### src/rtl/lsu.sv
// lsu: RV32I load/store unit that runs one req/ready data-memory access per request,
// builds lane enables and replicated store data, and sign/zero-extends load results.
module lsu #(
  parameter int TIMEOUT = 255
) (
  input  logic        clk,
  input  logic        rst_n,
  input  logic        start_in,
  input  logic        we_in,
  input  logic [2:0]  op_in,
  input  logic [31:0] addr_in,
  input  logic [31:0] wdata_in,
  output logic        busy_out,
  output logic        done_out,
  output logic [31:0] rdata_out,
  output logic        misalign_out,
  output logic        fault_out,
  output logic        mem_req_out,
  output logic        mem_we_out,
  output logic [31:0] mem_addr_out,
  output logic [3:0]  mem_be_out,
  output logic [31:0] mem_wdata_out,
  input  logic        mem_ready_in,
  input  logic [31:0] mem_rdata_in
);
  typedef enum logic [1:0] {IDLE, REQ, DONE} state_t;
  state_t      r_state;
  logic [7:0]  r_cnt;
  logic [2:0]  r_op;
  logic [1:0]  r_a;
  logic        w_fault, w_mis;
  logic [3:0]  w_be;
  logic [7:0]  w_b;
  logic [15:0] w_h;
  logic [31:0] w_wdata, w_load;
  always_comb begin
    w_fault = (op_in[1:0] == 2'b11) || (op_in == 3'b110) || (we_in && op_in[2]);
    w_mis = (op_in[1:0] == 2'b01 && addr_in[0]) || (op_in[1:0] == 2'b10 && addr_in[1:0] != 2'b00);
    w_be = op_in[1:0] == 2'b00 ? 4'b0001 << addr_in[1:0] :
           op_in[1:0] == 2'b01 ? (addr_in[1] ? 4'b1100 : 4'b0011) : 4'b1111;
    w_wdata = !we_in ? 32'h0 :
              op_in[1:0] == 2'b00 ? {4{wdata_in[7:0]}} :
              op_in[1:0] == 2'b01 ? {2{wdata_in[15:0]}} : wdata_in;
    w_b = mem_rdata_in[{r_a, 3'b000} +: 8];
    w_h = mem_rdata_in[{r_a[1], 4'b0000} +: 16];
    // op[2] marks the unsigned variants, which suppress sign fill
    w_load = r_op[1:0] == 2'b00 ? {{24{~r_op[2] & w_b[7]}}, w_b} :
             r_op[1:0] == 2'b01 ? {{16{~r_op[2] & w_h[15]}}, w_h} : mem_rdata_in;
  end
  always_ff @(posedge clk or negedge rst_n)
    if (!rst_n) begin
      r_state       <= IDLE;
      r_cnt         <= '0;
      r_op          <= '0;
      r_a           <= '0;
      busy_out      <= 1'b0;
      done_out      <= 1'b0;
      rdata_out     <= '0;
      misalign_out  <= 1'b0;
      fault_out     <= 1'b0;
      mem_req_out   <= 1'b0;
      mem_we_out    <= 1'b0;
      mem_addr_out  <= '0;
      mem_be_out    <= '0;
      mem_wdata_out <= '0;
    end else
      case (r_state)
        IDLE: if (start_in) begin
          r_op     <= op_in;
          r_a      <= addr_in[1:0];
          r_cnt    <= '0;
          busy_out <= 1'b1;
          if (w_fault || w_mis) begin
            r_state      <= DONE;
            done_out     <= 1'b1;
            fault_out    <= w_fault;
            misalign_out <= !w_fault && w_mis;
          end else begin
            r_state       <= REQ;
            mem_req_out   <= 1'b1;
            mem_we_out    <= we_in;
            mem_addr_out  <= {addr_in[31:2], 2'b00};
            mem_be_out    <= w_be;
            mem_wdata_out <= w_wdata;
          end
        end
        REQ: if (mem_ready_in || r_cnt == 8'(TIMEOUT - 1)) begin
          r_state     <= DONE;
          done_out    <= 1'b1;
          mem_req_out <= 1'b0;
          mem_we_out  <= 1'b0;
          fault_out   <= !mem_ready_in;
          if (mem_ready_in && !mem_we_out) rdata_out <= w_load;
        end else r_cnt <= r_cnt + 8'd1;
        default: begin
          r_state      <= IDLE;
          done_out     <= 1'b0;
          busy_out     <= 1'b0;
          fault_out    <= 1'b0;
          misalign_out <= 1'b0;
        end
      endcase
endmodule

### config.mk
export PLATFORM = sky130hd
export DESIGN_NAME = lsu
export DESIGN_NICKNAME = d
export VERILOG_FILES = /design/src/rtl/lsu.sv
export SDC_FILE = /design/constraint.sdc
export NUM_CORES = 1
export LEC_CHECK = 0
export ABC_CLOCK_PERIOD_IN_PS = 3250
export CAP_MARGIN = 40
export CORE_MARGIN = 8
export CORE_UTILIZATION = 25
export CTS_CLUSTER_SIZE = 28
export DETAILED_ROUTE_END_ITERATION = 10
export PLACE_DENSITY = 0.6
export SLEW_MARGIN = 40
export SYNTH_ARGS = -nofsm -noshare
export SYNTH_HDL_FRONTEND = slang
export SYNTH_SLANG_ARGS = --single-unit
### constraint.sdc
create_clock -name clk -period 3.25 [get_ports clk]
set_input_delay 0.4875 -clock clk [delete_from_list [all_inputs] [get_ports clk]]
set_output_delay 0.4875 -clock clk [all_outputs]
set_load 0.01 [all_outputs]
Yosys cells after proc, flatten, opt, wreduce, memory -nomap -nowiden
Cells that the tools add are included.

operators by class
  add/subtract/negate cells = 1
  eq/ne operators = 12
  shift operators = 3
  muxes and demuxes = 35
  bitwise operators = 5
  reductions and logical operators = 27

operators with widths
  kind                                                  number
  2-to-1 mux 32 bit                                     5
  variable part select 32 x 6 -> 16 bit                 1
  variable part select 32 x 6 -> 8 bit                  1
  2-to-1 mux 8 bit                                      2
  case mux 8 bit (2 select lines)                       1
  AND reduction 3 bit                                   5
  2-to-1 mux 1 bit                                      14
  2-to-1 mux 4 bit                                      3
  case mux 1 bit (2 select lines)                       6
  != test 2 bit (second input constant)                 5
  adder 8 x 1 -> 8 bit (second input constant)          1
  equality test 8 bit (second input constant)           1
  equality test 2 x 1 -> 1 bit (second input constant)  3
  zero test 2 bit                                       3
  2-to-1 mux 2 bit                                      3
  AND reduction 2 bit                                   3
  logical AND 1 bit                                     5
  logical OR 1 bit                                      5
  equality test 2 bit (second input constant)           2
  case mux 2 bit (2 select lines)                       1
  AND reduction 4 bit                                   1
  nonzero test 2 bit                                    2
  << shifter 1 x 2 -> 4 bit (first input constant)      1
  equality test 3 bit (second input constant)           1
  other kinds (3)                                       8

word-level totals
  bits in registers = 119
  output and inout bits = 106
  word-level logic and storage cells = 97

Logic depth before layout (Yosys ltp)
  word-level depth = 8
  mapped depth = 7
  depth with buffers taken out = 6

Worst setup path before layout
Ideal clock, no wire load.

  path kind = input to register
  from = input op_in[0]
  to = register fault_out
  setup time = 0.128 ns
  data arrival time = 1.623 ns
  setup slack = 1.499 ns
  stages = 5
  path through = buf_4 -> nor4_4 -> nor3b_1 -> o31ai_4 -> mux2_1

between the ends
  cells in the longest elaborated chain, start to end = 6
  elaborated cells on any way between the ends = 15
  those cells by class = 5 x eq/ne; 3 x mux; 7 x reduce/logical

ends and longest elaborated chain
  element                                                                        RTL line  text
  start, declared                                                                10        input logic [2:0] op_in,
  equality test 3 bit, or another cell as far along                              37        w_fault = (op_in[1:0] == 2'b11) || (op_in == 3'b110) || (we_in && op_in[2]);
  logical OR 1 bit / logical AND 1 bit (equally long branches)                   37, 38
  logical OR 1 bit (on tied branches)                                            37, 38
  2-to-1 mux 1 bit / logical OR 1 bit (equally long branches)                    73        if (w_fault || w_mis) begin
  2-to-1 mux 1 bit / != test 2 bit (equally long branches)                       n/a
  case mux 1 bit (2 select lines) / AND reduction 3 bit (equally long branches)  n/a
  end signal, assigned                                                           76        fault_out <= w_fault;
  end signal, assigned                                                           92        fault_out <= !mem_ready_in;
  end, declared                                                                  17        output logic fault_out,

Several ways; a longest one is shown, not always the timed one. The select of a mux whose other input is x is not followed.
A chain may end at the register's enable or synchronous reset.

Worst setup path after layout
  from = register r_a[0]
  to = register rdata_out[12]

between the ends
  cells in the longest elaborated chain, start to end = 3

ends and longest elaborated chain
  element                               RTL line  text
  start, declared                       30        logic [1:0] r_a;
  start signal, assigned                70        r_a <= addr_in[1:0];
  variable part select 32 x 6 -> 8 bit  44        w_b = mem_rdata_in[{r_a, 3'b000} +: 8];
  bitwise AND 1 bit                     47        w_load = r_op[1:0] == 2'b00 ? {{24{~r_op[2] & w_b[7]}}, w_b} :
  2-to-1 mux 32 bit                     47
  end signal, assigned                  93        if (mem_ready_in && !mem_we_out) rdata_out <= w_load;
  end, declared                         15        output logic [31:0] rdata_out,

No other way between the ends.

==> results.toml <==
[outcome]
status = "completed"

[setup_path]
cp_slowest_cell = "dfrtp_1"
path_max_fanout = 11
worstPathArrival_ps = 2480
worstPathCellList = "mux4_2 > a21boi_2 > o21ai_0 > o21a_1"
startpoint_class_of_the_critical_path = "flop"
cp.required_ps = 3560
critPathKind = "flop to flop"
cp-end-kind = "flop"
timing.critical_path.slowest_cell_delay_ps = 730

[synthesis]
ys_seq_elements = 119
synthTopCellsByArea = "dfrtp_1 (52%), mux2i_1 (7.4%), nand2_1 (6.8%)"
number_of_enable_flip_flop_cells_after_synthesis = 0
netlist_area_um2 = 5720
synth_cell_type_count = 47
synth_largest_area_cell = "dfrtp_1"
syn-instance-count = 524
count_of_yosys_warnings_during_synthesis = 0
yosys_most_used_dff = "dfrtp_1"
synth_sequential_area_ratio_pct = 52.1
synth_area_per_cell_um2 = 10.9
async_reset_ff_share_pct = 100
yosys.area.top_type_share_pct = 52.1

[route]
met3WireLength_um = 1120
dr_vias_cell = 4.58
highest_metal_layer_with_signal_wires = "met4"
route.layer.met1.wl_um = 8240
detailroute.wirelength.met2_um = 8860
drt_pass1_iterations = 4
route.vias.total = 4668
detailedRoute.firstIterationViolations = 187
finalWirelength_um = 18400
antenna_violating_nets_post_route = 0
drcViolationCount = 0
avgRoutedWirePerCell_um = 18.1

[global_route]
grt_antenna_before_repair = 0
grt-ovfl-total = 0
globalRouteTotalUtil_pct = 13.4
wire_length_of_the_first_global_routing_pass_um = 29300
grt_start_max_net_pins = 106
first_global_vias = 5004

[finish]
areaGrowthSynthToFinish_pct = 51.2
postLayoutCoreUtil_pct = 38.3
stdcell_count = 1020
final_cell_mix = "clkdlybuf4s50_1 (206), dfrtp_1 (119), nand2_1 (103)"
design.final.nets = 828
mostFrequentLayoutCell = "clkdlybuf4s50_1"
drive_above_1_share_pct = 13.1
antenna_cells = 0
filler_cell_count = 2248
postLayoutCellArea_um2 = 8640

[power_and_ir_drop]
vdd_drop_max_mv = 0.406
powerDensity_nw_per_um2 = 893
design_power_total_mw = 7.72
lkg_pwr_nw = 3.66

[die]
pin_count = 210
core_area_um2 = 22600
die-height_um = 167
die_w_um = 167
die-area_um2 = 28000
placement_rows = 55
initial_core_util_pct = 25.3

[place]
placement.io_buffers = 207
hpwl_um = 13200
place_inst = 988
gp_congestion = 0.780
dpl_cell_area_um2 = 8040
dpl_worst_slack_ps = 785

[sta]
period_needed_ps = 2170
final_setup_violations = 0
tns_ps = 0
max_slew.worst_pin.slew_ps = 696
clock.fmax_mhz = 461
hold_ws_ps = 80.9
rsz0062_at_grt = "false"
timing.final.max_slew_violations = 0
maxSlewHeadroom_pct = 53.6
hold_violations = 0
final.setup.worst_slack_ps = 1080
fraction_of_the_cycle_the_final_worst_path_needs_pct = 66.7
finClkSkew_ps = 9.65

[clock_network]
cts_buffers = 17
tritoncts_clock_tree = "done"
clkLatencyLatePin_ps = 420
clock-sinks = 119
cts_resized = 0
htreeDepth = 4
postCtsSetupBuffers = 0
ctsLongestPathBuffers = 2
worst_setup_hold_path_clk_slew_ps = 60
cts-root-buf = "clkbuf_16"
holdBufCountCts = 0

[hold_path]
hp-class = "primary input to asynchronous set/reset pin"

[job]
maxCapViolCount = 0
-- registers in the layout, indices dropped and copies added (netlist names) --
signal,count
fault_out,1
mem_we_out,1
mem_addr_out,30
busy_out,1
r_a,2
mem_be_out,4
mem_wdata_out,32
misalign_out,1
r_state,2
rdata_out,32
mem_req_out,1
r_cnt,8
done_out,1
r_op,3
-- cells by family (layout without fill, tap and decap cells) --
family                   Yosys count  after routing  synth area share [%]
other                              1              2                0.0656
AO/OA/AOI/OAI                    125            125                  14.8
adder cells (fa/ha/maj)            2              2                 0.438
multiplexers                      82             82                  16.8
AND/OR/NAND/NOR                  148            148                  11.4
flip-flops                       119            119                  52.1
XOR/XNOR                           1              1                 0.153
buffers and inverters             46            256                  4.23
-- where the power goes --
part	total, mW	internal [mW]	switching [mW]
Sequential	2.64	2.16	0.488
Combinational	3.12	1.79	1.32
Clock	1.96	1.24	0.717
Total	7.72	5.19	2.53
-- synth_stat cells, types with 2 or more instances --
cell / number
ha_1: 2
nor3_1: 2
a21o_1: 2
nor2_1: 22
nand2_1: 103
nand3b_1: 2
nand4_1: 3
mux4_2: 8
nor3b_1: 2
a211oi_1: 5
buf_6: 3
o31ai_1: 16
mux2i_1: 42
buf_4: 7
nor2b_1: 3
o211ai_1: 12
o21ai_0: 40
inv_1: 6
dfrtp_1: 119
o21ai_2: 2
o31ai_2: 5
clkbuf_1: 10
buf_1: 3
a21oi_1: 20
nand3_1: 3
buf_2: 16
o21a_1: 16
mux2_2: 31
-- worst max-delay path, delay by kind of cell (launching register included) --
kind | cells | cell delay, ps
flops | 1 | 730
mux | 1 | 620
compound gates | 3 | 720
-- per-layer routing --
metal	GRT usage, %	vias up
met5	0	-
met4	3.96	0
met3	4.47	15
met2	21.9	121
met1	16.5	2276
li1	-	2256
-- area by class of cell --
type	instances	area, µm²	area share, %
inverter	7	26.3	0.304
tap	285	357	4.13
clock inverter	12	150	1.74
timing repair buffer	217	2170	25.1
sequential	119	2980	34.4
clock buffer	20	457	5.28
multi-input combinational	360	2510	29.0
-- final timing paths --
| path | to | cells past startpoint | slack (ps) | from |
|---|---|---|---|---|
| max in group asynchronous | mem_addr_out[19] | 2 | 2340 | rst_n |
| min | rdata_out[12] | 1 | 80 | rst_n |
| max reg2reg | rdata_out[12] | 4 | 1080 | r_a[0] |
| min reg2reg | mem_wdata_out[2] | 2 | 480 | mem_wdata_out[2] |
| min in group clk | mem_wdata_out[2] | 2 | 480 | mem_wdata_out[2] |
| max | rdata_out[12] | 4 | 1080 | r_a[0] |
Note: power is estimated with default switching activity, not from simulation.
